## config.mk

```make
export PLATFORM = sky130hd
export DESIGN_NAME = alu_mc
export DESIGN_NICKNAME = d
export VERILOG_FILES = /design/src/rtl/controlpack.sv /design/src/rtl/alu.sv /design/src/rtl/alu_mc.sv
export SDC_FILE = /design/constraint.sdc
export NUM_CORES = 1
export LEC_CHECK = 0
export BUFFER_PORTS_ARGS = -buffer_cell sky130_fd_sc_hd__buf_2
export CORE_UTILIZATION = 45
export DETAILED_ROUTE_END_ITERATION = 12
export PLACE_DENSITY = 0.72
export SYNTH_ARGS = -nofsm -noshare
export SYNTH_HDL_FRONTEND = slang
export SYNTH_HIERARCHICAL = 1
export SYNTH_SLANG_ARGS = --single-unit
```

## constraint.sdc

```tcl
create_clock -name clk -period 10.9 [get_ports clk]
set_clock_uncertainty 0.15 [all_clocks]
set_input_delay 0.545 -clock clk [delete_from_list [all_inputs] [get_ports clk]]
set_output_delay 0.545 -clock clk [all_outputs]
set_load 0.02 [all_outputs]
```

## src/rtl/controlpack.sv

```systemverilog
// Shared ALU types: operation codes, flag bundle, multi-cycle controller states
// and small opcode classification helpers.
package controlpack;

  typedef enum logic [3:0] {
    ALU_ADD  = 4'd0,
    ALU_SUB  = 4'd1,
    ALU_AND  = 4'd2,
    ALU_OR   = 4'd3,
    ALU_XOR  = 4'd4,
    ALU_NOT  = 4'd5,
    ALU_SHL  = 4'd6,
    ALU_SHR  = 4'd7,
    ALU_MUL  = 4'd8,
    ALU_MULH = 4'd9,
    ALU_DIV  = 4'd10,
    ALU_MOD  = 4'd11
  } alu_op_e;

  typedef struct packed {
    logic overflow;
    logic negative;
    logic carry;
    logic zero;
  } alu_flag_t;

  typedef enum logic [1:0] {
    IDLE = 2'd0,
    RUN  = 2'd1,
    DONE = 2'd2
  } alu_mc_state_e;

  function automatic logic is_divide(alu_op_e op);
    return (op == ALU_DIV) || (op == ALU_MOD);
  endfunction

  function automatic logic is_multicycle(alu_op_e op);
    return (op == ALU_MUL) || (op == ALU_MULH) || is_divide(op);
  endfunction

endpackage

```

## src/rtl/alu.sv

```systemverilog
// Single-cycle combinational ALU: add/sub, bitwise logic and 1-bit shifts,
// with overflow/negative/carry/zero flags. Unknown ops yield zero.
module alu
  import controlpack::*;
#(
  parameter int DATA_BUS_WIDTH = 8
) (
  input  alu_op_e                   op,
  input  logic [DATA_BUS_WIDTH-1:0] register1,
  input  logic [DATA_BUS_WIDTH-1:0] register2,
  output logic [DATA_BUS_WIDTH-1:0] result,
  output alu_flag_t                 flag
);

  localparam int W = DATA_BUS_WIDTH;

  logic [W:0] wide;
  logic       carry;
  logic       overflow;

  always_comb begin
    wide     = '0;
    result   = '0;
    carry    = 1'b0;
    overflow = 1'b0;
    case (op)
      ALU_ADD: begin
        wide     = {1'b0, register1} + {1'b0, register2};
        result   = wide[W-1:0];
        carry    = wide[W];
        overflow = (register1[W-1] == register2[W-1]) && (result[W-1] != register1[W-1]);
      end
      ALU_SUB: begin
        // carry reports a borrow (register1 < register2 unsigned)
        wide     = {1'b0, register1} - {1'b0, register2};
        result   = wide[W-1:0];
        carry    = wide[W];
        overflow = (register1[W-1] != register2[W-1]) && (result[W-1] != register1[W-1]);
      end
      ALU_AND: result = register1 & register2;
      ALU_OR:  result = register1 | register2;
      ALU_XOR: result = register1 ^ register2;
      ALU_NOT: result = ~register1;
      ALU_SHL: begin
        result = {register1[W-2:0], 1'b0};
        carry  = register1[W-1];
      end
      ALU_SHR: begin
        result = {1'b0, register1[W-1:1]};
        carry  = register1[0];
      end
      default: result = '0;
    endcase
    flag          = '0;
    flag.overflow = overflow;
    flag.negative = result[W-1];
    flag.carry    = carry;
    flag.zero     = (result == '0);
  end

endmodule

```

## src/rtl/alu_mc.sv

```systemverilog
// Multi-cycle ALU: legacy ops through the combinational alu in one cycle,
// unsigned shift-add multiply and restoring divide over W cycles.
module alu_mc
  import controlpack::*;
#(
  parameter int DATA_BUS_WIDTH = 8
) (
  input  logic                      clk,
  input  logic                      rst,
  input  logic                      start,
  input  alu_op_e                   op,
  input  logic [DATA_BUS_WIDTH-1:0] register1,
  input  logic [DATA_BUS_WIDTH-1:0] register2,
  output logic                      ready,
  output logic                      busy,
  output logic                      done,
  output logic [DATA_BUS_WIDTH-1:0] result,
  output alu_flag_t                 flag,
  output logic                      dz
);

  localparam int W  = DATA_BUS_WIDTH;
  localparam int CW = $clog2(W + 1);

  alu_mc_state_e state_reg, state_next;

  alu_op_e       op_reg;
  logic [W-1:0]  a_reg;
  logic [W-1:0]  b_reg;
  logic [CW-1:0] cnt_reg;
  logic [2*W-1:0] acc_reg;
  logic [W-1:0]  result_reg;
  alu_flag_t     flag_reg;
  logic          dz_reg;

  logic          accept;
  logic          last;
  logic          div_op;
  logic [W:0]    rem_sh;
  logic [W:0]    add_x;
  logic [W:0]    add_y;
  logic [W:0]    add_sum;
  logic          q_bit;
  logic [2*W-1:0] acc_next;
  logic [W-1:0]  mc_result;
  alu_flag_t     mc_flag;
  logic [W-1:0]  alu_result;
  alu_flag_t     alu_flag;

  alu #(
    .DATA_BUS_WIDTH(W)
  ) u_alu (
    .op       (op_reg),
    .register1(a_reg),
    .register2(b_reg),
    .result   (alu_result),
    .flag     (alu_flag)
  );

  assign accept = start & ready;
  assign last   = (state_reg == RUN) && (!is_multicycle(op_reg) || (cnt_reg == CW'(1)));

  always_ff @(posedge clk) begin
    if (rst) state_reg <= IDLE;
    else     state_reg <= state_next;
  end

  always_comb begin
    state_next = state_reg;
    case (state_reg)
      IDLE:    if (start) state_next = RUN;
      RUN:     if (last)  state_next = DONE;
      DONE:    state_next = start ? RUN : IDLE;
      default: state_next = IDLE;
    endcase
  end

  always_comb begin
    ready = (state_reg != RUN);
    busy  = (state_reg == RUN);
    done  = (state_reg == DONE);
  end

  // One W+1-bit adder/subtractor serves both iterations: multiply adds the
  // multiplicand to the upper half, divide subtracts the divisor from the
  // shifted partial remainder.
  always_comb begin
    div_op  = is_divide(op_reg);
    rem_sh  = acc_reg[2*W-1:W-1];
    add_x   = div_op ? rem_sh : {1'b0, acc_reg[2*W-1:W]};
    add_y   = div_op ? {1'b0, b_reg} : {1'b0, a_reg};
    add_sum = add_x + (add_y ^ {(W+1){div_op}}) + {{W{1'b0}}, div_op};
    q_bit   = ~add_sum[W];
    if (div_op)
      acc_next = {(q_bit ? add_sum[W-1:0] : rem_sh[W-1:0]), acc_reg[W-2:0], q_bit};
    else if (acc_reg[0])
      acc_next = {add_sum, acc_reg[W-1:1]};
    else
      acc_next = {1'b0, acc_reg[2*W-1:W], acc_reg[W-1:1]};
  end

  always_comb begin
    mc_flag = '0;
    case (op_reg)
      ALU_MUL: begin
        mc_result     = acc_next[W-1:0];
        mc_flag.carry = |acc_next[2*W-1:W];
      end
      ALU_MULH: mc_result = acc_next[2*W-1:W];
      ALU_MOD:  mc_result = acc_next[2*W-1:W];
      default:  mc_result = acc_next[W-1:0];
    endcase
    mc_flag.zero = (mc_result == '0);
  end

  always_ff @(posedge clk) begin
    if (rst) begin
      op_reg     <= ALU_ADD;
      a_reg      <= '0;
      b_reg      <= '0;
      cnt_reg    <= '0;
      acc_reg    <= '0;
      result_reg <= '0;
      flag_reg   <= '0;
      dz_reg     <= 1'b0;
    end else if (accept) begin
      op_reg  <= op;
      a_reg   <= register1;
      b_reg   <= register2;
      cnt_reg <= CW'(W);
      acc_reg <= {{W{1'b0}}, (is_divide(op) ? register1 : register2)};
    end else if (state_reg == RUN) begin
      cnt_reg <= cnt_reg - CW'(1);
      acc_reg <= acc_next;
      if (last) begin
        result_reg <= is_multicycle(op_reg) ? mc_result : alu_result;
        flag_reg   <= is_multicycle(op_reg) ? mc_flag : alu_flag;
        dz_reg     <= div_op && (b_reg == '0);
      end
    end
  end

  assign result = result_reg;
  assign flag   = flag_reg;
  assign dz     = dz_reg;

endmodule

```

* After elaboration in Yosys (flattened, before gate mapping)
Index checks and enable logic that the tools add are counted.
** Operators by class
- Add/sub/neg operators :: 5
- Multiply operators :: 0
- Div/mod/pow operators :: 0
- Order comparisons :: 0
- Equal/unequal tests :: 23
- Shift-type cells :: 0
- Mux-type cells :: 21
- Bitwise logic cells :: 8
- Reductions and logical operators :: 21
** Operators by type and width (number)
- 8-bit case mux with 8 select lines :: 1
- 8-bit two-way mux :: 7
- 16-bit two-way mux :: 2
- 4-bit == test, second input constant :: 6
- 8-bit zero test :: 3
- 4-bit by 3-bit == test with 1-bit output, second input constant :: 4
- 4-bit two-way mux :: 3
- 8-bit by 8-bit adder with 9-bit output :: 1
- 9-bit by 1-bit adder with 9-bit output :: 1
- 9-bit adder :: 1
- 9-bit two-way mux :: 1
- 8-bit by 8-bit subtractor with 9-bit output :: 1
- 8-bit by 9-bit bitwise XOR with 9-bit output :: 1
- 8-bit AND :: 1
- 4-bit by 1-bit == test with 1-bit output, second input constant :: 2
- 4-bit by 2-bit == test with 1-bit output, second input constant :: 2
- 8-bit inverter :: 1
- 8-bit bitwise OR :: 1
- 8-bit OR reduction :: 1
- 8-bit bitwise XOR :: 1
- 2-bit case mux with 3 select lines :: 1
- 1-bit logical OR :: 5
- 1-bit logical AND :: 4
- 4-bit zero test :: 1
- other kinds (19) :: 26
** Word-level totals
- Register bits :: 55
- Bits in latches :: 0
- Bits in writable memories :: 0
- Bits in read-only memories :: 0
- Input port bits :: 23
- Output and inout port bits :: 16
- Logic and storage cells :: 92
- Memories :: 0

* Longest topological paths before layout
Gate-level depths: netlist of run 1.
- Depth after elaboration :: 11
- Gate-level depth with buffers :: 16

* Cells and area by module
Netlist of run 1, hierarchy kept.
** Modules (own cells, without submodules)
- alu_mc :: times used 1, cells each 472, area an instance 3517.1 µm², sequential area each 1101.1 µm²
- alu :: times used 1, cells each 218, area an instance 1726.7 µm², sequential area each 0.0 µm²

* Worst setup path before layout of run 1
OpenSTA, ideal clock, no wires.
- Path kind :: register to register
- Start :: register op_reg[2]
- End :: register flag_reg (netlist bit flag[1])
- Arrival :: 3.516 ns
- Data required time :: 10.616 ns
- Slack :: 7.101 ns
- Cell stages (with the launch flop) :: 16
- Clock period less this slack :: 3.799 ns
- Path through :: dfxtp_1 > nand3b_2 > buf_6 > clkbuf_1 > clkbuf_1 > o21ai_0 > ha_1 > nor2b_4 > o2111ai_4 > and3_4 > nor3_4 > mux2_4 > o22ai_2 > nand4_1 > nor4_1 > o22ai_1
** Between the ends
- Cells in the longest elaborated chain, start to end :: 11
- Elaborated cells between the ends (all ways) :: 27
- Those cells by class :: add/sub (2); eq/ne (7); mux (8); bitwise (1); reduce/logical (9)
** RTL lines
- start, declared :: line alu_mc.sv:27 : alu_op_e op_reg;
- start signal, assigned :: line alu_mc.sv:127 : op_reg <= op;
- 4-bit == test :: line controlpack.sv:34 : return (op == ALU_DIV) || (op == ALU_MOD);
- 1-bit logical OR :: line controlpack.sv:34
- 8-bit two-way mux :: line alu_mc.sv:91 : add_y = div_op ? {1'b0, b_reg} : {1'b0, a_reg};
- 8-bit by 9-bit bitwise XOR with 9-bit output :: line alu_mc.sv:92 : add_sum = add_x + (add_y ^ {(W+1){div_op}}) + {{W{1'b0}}, div_op};
- 9-bit adder :: line alu_mc.sv:92
- 9-bit by 1-bit adder with 9-bit output :: line alu_mc.sv:92
- 16-bit two-way mux or 8-bit two-way mux (tied branches) :: line alu_mc.sv:96, alu_mc.sv:95
- 16-bit two-way mux :: line alu_mc.sv:94 : if (div_op)
- 8-bit OR reduction :: line alu_mc.sv:107 : mc_flag.carry = |acc_next[2*W-1:W];
- 1-bit two-way mux :: line alu_mc.sv:104 : case (op_reg)
- 4-bit two-way mux :: line alu_mc.sv:137 : flag_reg <= is_multicycle(op_reg) ? mc_flag : alu_flag;
- end signal, assigned :: line alu_mc.sv:137
- end, declared :: line alu_mc.sv:33 : alu_flag_t flag_reg;
Parallel ways exist; a longest one is shown, timed or not.
A chain may end at the register's enable or synchronous reset.

* Final worst setup path of run 1
- Start :: register op_reg[1]
- End :: register flag_reg (netlist bit flag[1])
The elaborated chain is that of the path after synthesis.

==> results of run 1 <==
-- path summary, 6_finish.rpt --
| kind | slack (ns) | from | endpoint | cells past startpoint |
|---|---|---|---|---|
| worst min-delay path | 0.31 | dz$_SDFFE_PP0P_ | dz$_SDFFE_PP0P_ | 2 |
| worst max-delay path | 5.77 | op_reg[1]$_SDFFE_PP0P_ | flag[1]$_SDFFE_PP0P_ | 13 |
| worst min register to register | 0.31 | dz$_SDFFE_PP0P_ | dz$_SDFFE_PP0P_ | 2 |
| worst max register to register | 5.77 | op_reg[1]$_SDFFE_PP0P_ | flag[1]$_SDFFE_PP0P_ | 13 |
-- per-layer routing --
layer	vias to the layer above	track usage [%]	wire (µm)
met3	35	3.616	732
met4	0	8.857	416
li1	2469	-	-
met2	154	46.56	7654
met5	-	0	0
met1	2428	34.98	6807
-- worst max-delay path: stages (launching register included) --
cell	delay, ns
dfxtp_1	0.80
nand3b_2	0.85
o21ai_0	0.56
inv_1	0.11
fa_1	0.49
nor2b_4	0.19
o2111ai_4	0.15
and3_4	0.22
nor3_4	0.43
mux2_4	0.34
o22ai_2	0.18
nand4_1	0.16
nor4_1	0.21
o22ai_1	0.11
-- report_power, final --
| part | total, mW | leakage [nW] | switching, mW | internal (mW) |
|---|---|---|---|---|
| Combinational | 0.175 | 1.70 | 0.108 | 0.0674 |
| Clock | 0.189 | 0.0868 | 0.0744 | 0.114 |
| Sequential | 0.234 | 0.451 | 0.0211 | 0.213 |
-- cell type report --
cell class | count | area (µm²) | area share (%)
well taps | 143 | 178.9 | 3.250
clock inverters | 2 | 35.03 | 0.6364
flip-flops and latches | 55 | 1102 | 20.02
clock buffers | 6 | 138.9 | 2.523
repair buffers | 41 | 212.7 | 3.864
multi-input cells | 545 | 3680 | 66.84
inverters | 42 | 157.7 | 2.864
-- Yosys cell counts, types with 9 or more instances --
cell	number
nand2_1	91
nor2_1	67
a21oi_1	66
dfxtp_1	55
inv_1	42
ha_1	33
o21ai_0	30
clkbuf_1	21
a211oi_1	20
mux2i_1	19
nor2b_1	12
nor3_1	12
nand2b_1	11
nand3_1	10
xnor2_1	10
a21o_1	9
buf_6	9
-- cell families after synthesis --
kind of cell	count (synthesis)	synth area share, %
AOI/OAI and AO/OA	209	27.77
DFF	55	21.00
xor gates and xnor gates	12	2.004
adders and majority gates	36	9.019
and+or+nand+nor	260	24.82
muxes	28	6.562
buffers and inverters	90	8.828
==> metrics.md, run 1 <==
| Metric | Value |
|---|---|
| CP startpoint kind | `flop` |
| Main area contributors after synthesis | `dfxtp_1 21%, ha_1 7.9%, nand2_1 6.5%` |
| Post-route minimum period | `5.130 ns` |
| Hold WC Path Type | `flop to flop` |
| ANT cells | `0` |
| GRT overflow | `0` |
| Pre-CTS WS | `5.849 ns` |
| CTS resizes | `0` |
| Synthesis Warnings | `6` |
| GRT Resource Usage Total | `27.17%` |
| Arr. time, crit path | `5.12 ns` |
| # H-tree levels | `2` |
| Largest net degree at the start of global routing | `62` |
| CP Class | `flop to flop` |
| Crit. End Element | `flop` |
| Most frequent cells in the layout | `91 x nand2_1, 67 x nor2_1, 66 x a21oi_1` |
| Register area share after synthesis | `21.00%` |
| CTS buffer count | `5` |
| Max frequency | `194.9 MHz` |
| Remaining DRCs | `0` |
| Via count of the routed design | `5086` |
| DR pass1 iterations | `5` |
| Yosys reg bits | `55` |
| Area leader, netlist | `dfxtp_1` |
| Syn Std Cell Area | `5244 µm²` |
| Commonest non-fill, non-tap cell in the layout | `nand2_1` |
| Worst slew margin | `39.76%` |
| Final Power | `597.9 µW` |
| Worst-path clk slew | `0.07 ns` |
| Cts hold-fix bufs | `0` |
| Asr flop ratio synth | `0%` |
| CTS tree | `done` |
| Initial Util | `46.12%` |
| Outcome | `finished clean` |
| Crit Path Max Fanout | `48` |
| Final Hold Fails | `0` |
| Inst Count DP | `826` |
| CTS Sinks | `55` |
| Final setup fails | `0` |
| Initial antenna violation count | `0` |
| Number of synthesized flops with an enable pin | `0` |
| RSZ-0062 raised after global routing | `false` |
| Fill cell count | `1109` |
| Synth top area share | `21.00%` |
| Max reg flops | `16` |
| P&R area growth vs syn | `4.987%` |
| Wirelength per Cell | `18.72 µm` |
| Via density | `6.098` |
| Hpwl dp | `11670 µm` |
| Routability cong. | `0.9205` |
| Port-buffer cells | `38` |
| Core area | `11370 µm²` |
| Worst skew pair latency | `0.30 ns` |
| Clk buf depth | `2` |
| Number of antenna-violating nets in the routed design | `0` |
| PnR worst setup slack | `5.770 ns` |
| Post-Synthesis Cells | `690` |
| Syn_nets | `749` |
| Num ports | `39` |
| Hold slack | `0.3053 ns` |
| Initial DRC Count | `405` |
| Final cell count without fillers | `834` |
| Share of cells above drive strength 1 | `13.17%` |
| First-pass GRT wire length | `25120 µm` |
| WL final | `15610 µm` |
| Cell area after layout | `5505 µm²` |
| Actual slew at the worst max-slew pin | `0.8987 ns` |
| Worst VDD drop | `52.95 µV` |
| Critical path required time | `10.89 ns` |
| Die Ht | `110.0 µm` |
| Power density over the cells | `108.6 nW/µm²` |
| Clk root buf | `clkbuf_16` |
| P_leak | `2.243 nW` |
| Placed cell areas | `5331 µm²` |
| Die X | `110.0 µm` |
| Tcrit/Tclk final | `47.07%` |
| Final Core Density | `48.42%` |
| Count of pins over their slew limit | `0` |
| Synth cell types | `90` |
| Ys flop type | `dfxtp_1` |
| # Post-CTS Setup Buffers | `0` |
| Avg Cell Area, Syn | `7.600 µm²` |
| Cell Rows | `39` |
| Vias in the first global route | `4773` |
| Nets | `749` |
| Setup_tns | `0 ns` |
| MaxCap Viol Count | `0` |
| Die footprint | `12090 µm²` |
Note: power is estimated with default switching activity, not from simulation.
==> run 2, diff against run 1 <==
clock period = 5.25 ns   (was 10.9 ns; I/O delays follow)
==> metrics.md, run 2 (same netlist as run 1, synthesis figures left out) <==
| Metric | Value |
|---|---|
| Core area | `11370 µm²` |
| Nets | `751` |
| CTS resizes | `0` |
| Initial antenna violation count | `0` |
| Arr. time, crit path | `4.49 ns` |
| Die footprint | `12090 µm²` |
| P&R area growth vs syn | `5.011%` |
| Clk buf depth | `2` |
| WL final | `15560 µm` |
| ANT cells | `0` |
| # Post-CTS Setup Buffers | `0` |
| Crit. End Element | `flop` |
| Clk root buf | `clkbuf_16` |
| Max frequency | `222.0 MHz` |
| FF-to-FF path depth | `15` |
| CP startpoint kind | `flop` |
| Vias in the first global route | `4846` |
| CTS Sinks | `55` |
| Hpwl dp | `11530 µm` |
| GRT Resource Usage Total | `26.80%` |
| Port-buffer cells | `38` |
| Remaining DRCs | `0` |
| Cts hold-fix bufs | `0` |
| Final Hold Fails | `0` |
| First-pass GRT wire length | `24820 µm` |
| # H-tree levels | `2` |
| Critical path required time | `5.24 ns` |
| Reg2reg end | `flag[1]$_SDFFE_PP0P_` |
| Worst-path clk slew | `0.07 ns` |
| Final Power | `1.213 mW` |
| Tcrit/Tclk final | `85.80%` |
| MaxCap Viol Count | `0` |
| CP Class | `flop to flop` |
| CTS buffer count | `5` |
| Post-route minimum period | `4.504 ns` |
| Share of cells above drive strength 1 | `13.42%` |
| Fill cell count | `1173` |
| Cell Rows | `39` |
| Via density | `6.146` |
| Final setup fails | `0` |
| Num ports | `39` |
| Hold slack | `0.05664 ns` |
| DR pass1 iterations | `5` |
| Hold EP | `op_reg[0]$_SDFFE_PP0P_` |
| Hold path depth | `3` |
| Hold WC Path Type | `input pin to flop` |
| Hold_sp | `op[0]` |
| Worst skew pair latency | `0.30 ns` |
| Initial Util | `46.12%` |
| Die Ht | `110.0 µm` |
| Actual slew at the worst max-slew pin | `1.154 ns` |
| Most frequent cells in the layout | `91 x nand2_1, 67 x nor2_1, 66 x a21oi_1` |
| GRT overflow | `0` |
| P_leak | `2.240 nW` |
| Die X | `110.0 µm` |
| Routability cong. | `0.9828` |
| Outcome | `finished clean` |
| RSZ-0062 raised after global routing | `false` |
| Max reg flops | `16` |
| Largest net degree at the start of global routing | `62` |
| Count of pins over their slew limit | `0` |
| Initial DRC Count | `438` |
| Setup_tns | `0 ns` |
| Number of antenna-violating nets in the routed design | `0` |
| Power density over the cells | `220.4 nW/µm²` |
| Crit Path Max Fanout | `19` |
| Worst flop-to-flop path startpoint | `op_reg[3]$_SDFFE_PP0P_` |
| Via count of the routed design | `5138` |
| Worst VDD drop | `119.8 µV` |
| Worst slew margin | `23.05%` |
| Commonest non-fill, non-tap cell in the layout | `nand2_1` |
| Wirelength per Cell | `18.61 µm` |
| CTS tree | `done` |
| R2R setup slack | `0.75 ns` |
-- run 2: cell count changes in the layout (fill, tap and decap cells not counted), sizes merged --
cell	change
bufinv	-1
clkinv	-1
clkinvlp	+1
clkbuf	+1
buf	+2
-- run 2: per-layer routing --
| layer | GRT usage [%] | up-vias | wire length [µm] |
|---|---|---|---|
| met4 | 10.76 | 0 | 490 |
| met1 | 34.02 | 2442 | 6846 |
| li1 | - | 2473 | - |
| met2 | 45.27 | 186 | 7390 |
| met5 | 0 | - | 0 |
| met3 | 3.972 | 37 | 830 |
-- run 2: through the flow --
| stage | cells | setup slack (ns) | utilization (%) | instance area (µm²) |
|---|---|---|---|---|
| detailed placement | 828 | 0.8406 | 47.02 | 5346 |
| finish | 836 | 0.7457 | 48.43 | 5507 |
| floorplan | 690 | 1.451 | - | 5244 |
| global placement | 828 | 0.9778 | 47.02 | 5346 |
| CTS | 836 | 0.8151 | 48.43 | 5507 |
| global route | 836 | 0.4705 | 48.43 | 5507 |
-- run 2: how the worst max path moves through the flow --
stage                           startpoint                   end  slack, ns  depth (start not counted)
finish              op_reg[3]$_SDFFE_PP0P_  flag[1]$_SDFFE_PP0P_       0.75                         15
global route        op_reg[3]$_SDFFE_PP0P_  flag[1]$_SDFFE_PP0P_       0.47                         14
CTS                 op_reg[3]$_SDFFE_PP0P_  flag[1]$_SDFFE_PP0P_       0.82                         15
detailed placement  op_reg[3]$_SDFFE_PP0P_  flag[1]$_SDFFE_PP0P_       0.84                         15
global placement    op_reg[3]$_SDFFE_PP0P_  flag[1]$_SDFFE_PP0P_       0.98                         15
floorplan           op_reg[2]$_SDFFE_PP0P_  flag[1]$_SDFFE_PP0P_       1.45                         15
-- run 2: worst max-delay path: stages (launching register included) --
cell and delay [ns]:
dfxtp_1 0.75, nand3b_2 0.39, buf_4 0.32, nor2_1 0.10, a21o_1 0.13, inv_1 0.07
fa_1 0.43, nor2b_4 0.18, o2111ai_4 0.15, and3_4 0.23, nor3_4 0.43, mux2_4 0.35
o22ai_2 0.19, nand4_1 0.14, nor4_1 0.21, o22ai_1 0.12
-- run 2: power breakdown --
group / internal, mW / switching [mW]
sequential: 0.441 / 0.0497
clock: 0.204 / 0.161
combinational: 0.140 / 0.218
-- run 2: layout make-up --
cell class              count  area (µm²)  share of cell area, %
multi-input cells         545        3680                  66.83
flip-flops and latches     55        1102                  20.02
repair buffers             43       227.7                  4.135
inverters                  42       157.7                  2.863
well taps                 143       178.9                  3.249
clock buffers               7       152.6                  2.772
clock inverters             1       7.507                 0.1363
==> run 3, diff against run 2 <==
HOLD_SLACK_MARGIN = 0.05   (was default)
clock period = 5.55 ns   (was 5.25 ns; I/O delays follow)
==> metrics.md, run 3 (same netlist as run 1, synthesis figures left out) <==
| Metric | Value |
|---|---|
| Outcome | `finished clean` |
| Max reg flops | `16` |
| Crit. End Element | `flop` |
| Num ports | `39` |
| CTS resizes | `0` |
| Cts hold-fix bufs | `0` |
| Nets | `751` |
| Number of antenna-violating nets in the routed design | `0` |
| # Post-CTS Setup Buffers | `0` |
| Power density over the cells | `210.7 nW/µm²` |
| Most frequent cells in the layout | `91 x nand2_1, 67 x nor2_1, 66 x a21oi_1` |
| Worst slew margin | `42.94%` |
| Remaining DRCs | `0` |
| Arr. time, crit path | `4.53 ns` |
| Tcrit/Tclk final | `81.63%` |
| Worst-path clk slew | `0.07 ns` |
| Fill cell count | `1146` |
| Via count of the routed design | `5170` |
| DR pass1 iterations | `5` |
| Hold slack | `0.07190 ns` |
| P&R area growth vs syn | `5.058%` |
| Crit Path Max Fanout | `20` |
| CTS buffer count | `5` |
| Die Ht | `110.0 µm` |
| Initial DRC Count | `502` |
| Hpwl dp | `11490 µm` |
| Count of pins over their slew limit | `0` |
| Hold WC Path Type | `input pin to flop` |
| Critical path required time | `5.55 ns` |
| Die X | `110.0 µm` |
| Final Power | `1.160 mW` |
| Pre-CTS WS | `1.087 ns` |
| GRT overflow | `0` |
| PnR worst setup slack | `1.020 ns` |
| Final setup fails | `0` |
| Core area | `11370 µm²` |
| Initial antenna violation count | `0` |
| Share of cells above drive strength 1 | `13.29%` |
| Worst skew pair latency | `0.30 ns` |
| ANT cells | `0` |
| Initial Util | `46.12%` |
| Wirelength per Cell | `18.41 µm` |
| Actual slew at the worst max-slew pin | `0.8559 ns` |
| Clk root buf | `clkbuf_16` |
| Max frequency | `220.7 MHz` |
| First-pass GRT wire length | `24930 µm` |
| CTS tree | `done` |
| Via density | `6.192` |
| Final cell count without fillers | `835` |
| CTS Sinks | `55` |
| Setup_tns | `0 ns` |
| GRT Resource Usage Total | `26.83%` |
| P_leak | `2.241 nW` |
| Commonest non-fill, non-tap cell in the layout | `nand2_1` |
| RSZ-0062 raised after global routing | `false` |
| Port-buffer cells | `38` |
| Post-route minimum period | `4.530 ns` |
| WL final | `15370 µm` |
| Routability cong. | `0.9252` |
| Worst VDD drop | `140.8 µV` |
| Clk buf depth | `2` |
| Cell Rows | `39` |
| Die footprint | `12090 µm²` |
| # H-tree levels | `2` |
| Final Hold Fails | `0` |
| CP startpoint kind | `flop` |
| Largest net degree at the start of global routing | `62` |
| Vias in the first global route | `4804` |
| MaxCap Viol Count | `0` |
| Inst Count DP | `828` |
| CP Class | `flop to flop` |
==> run 3: cell count changes in the layout (fill, tap and decap cells not counted), sizes merged <==
cell	change
bufinv	+1
clkbuf	-2
==> run 3: worst paths after layout <==
| check | depth (start not counted) | slack (ns) | to | startpoint |
|---|---|---|---|---|
| worst min-delay path | 3 | 0.07 | b_reg[2]$_SDFFE_PP0P_ | register2[2] |
| worst min register to register | 2 | 0.32 | dz$_SDFFE_PP0P_ | dz$_SDFFE_PP0P_ |
| worst max register to register | 14 | 1.02 | flag[1]$_SDFFE_PP0P_ | op_reg[3]$_SDFFE_PP0P_ |
| worst max-delay path | 14 | 1.02 | flag[1]$_SDFFE_PP0P_ | op_reg[3]$_SDFFE_PP0P_ |
==> run 3: cell type report <==
class	count	area, µm²	area share, %
Multi-Input combinational cell	545	3680	66.80
Clock inverter	2	37.54	0.6814
Inverter	42	157.7	2.862
Sequential cell	55	1102	20.01
Clock buffer	5	125.1	2.271
Tap cell	143	178.9	3.248
Timing Repair Buffer	43	227.7	4.134
==> run 3: worst max-delay path, stage by stage (launching register included) <==
cell and delay [ns]:
dfxtp_1 0.73, nor2b_1 0.41, and2_1 0.64, nand2_1 0.11, nand2_1 0.08, ha_1 0.26, nor2b_4 0.16, o2111ai_4 0.23
a21oi_1 0.17, nor3_4 0.42, mux2_4 0.35, o22ai_2 0.20, nand4_1 0.14, nor4_1 0.22, o22ai_1 0.11
==> run 3: through the flow <==
step                util, %  instance area (µm²)
global placement      47.02                 5346
floorplan                 -                 5244
detailed placement    47.02                 5346
global route          48.45                 5509
CTS                   48.45                 5509
finish                48.45                 5509
==> run 3: power breakdown <==
| part | switching [mW] | internal [mW] |
|---|---|---|
| Combinational | 0.213 | 0.133 |
| Sequential | 0.0390 | 0.418 |
| Clock | 0.146 | 0.211 |
| Total | 0.399 | 0.762 |
==> run 3: per-layer routing <==
metal | GRT usage, % | vias to the layer above | part of all wire, %
met5 | 0 | - | 0
met4 | 11.71 | 0 | 3.2
met3 | 3.379 | 37 | 4.9
met2 | 44.55 | 179 | 48
met1 | 34.67 | 2476 | 44
li1 | - | 2478 | -
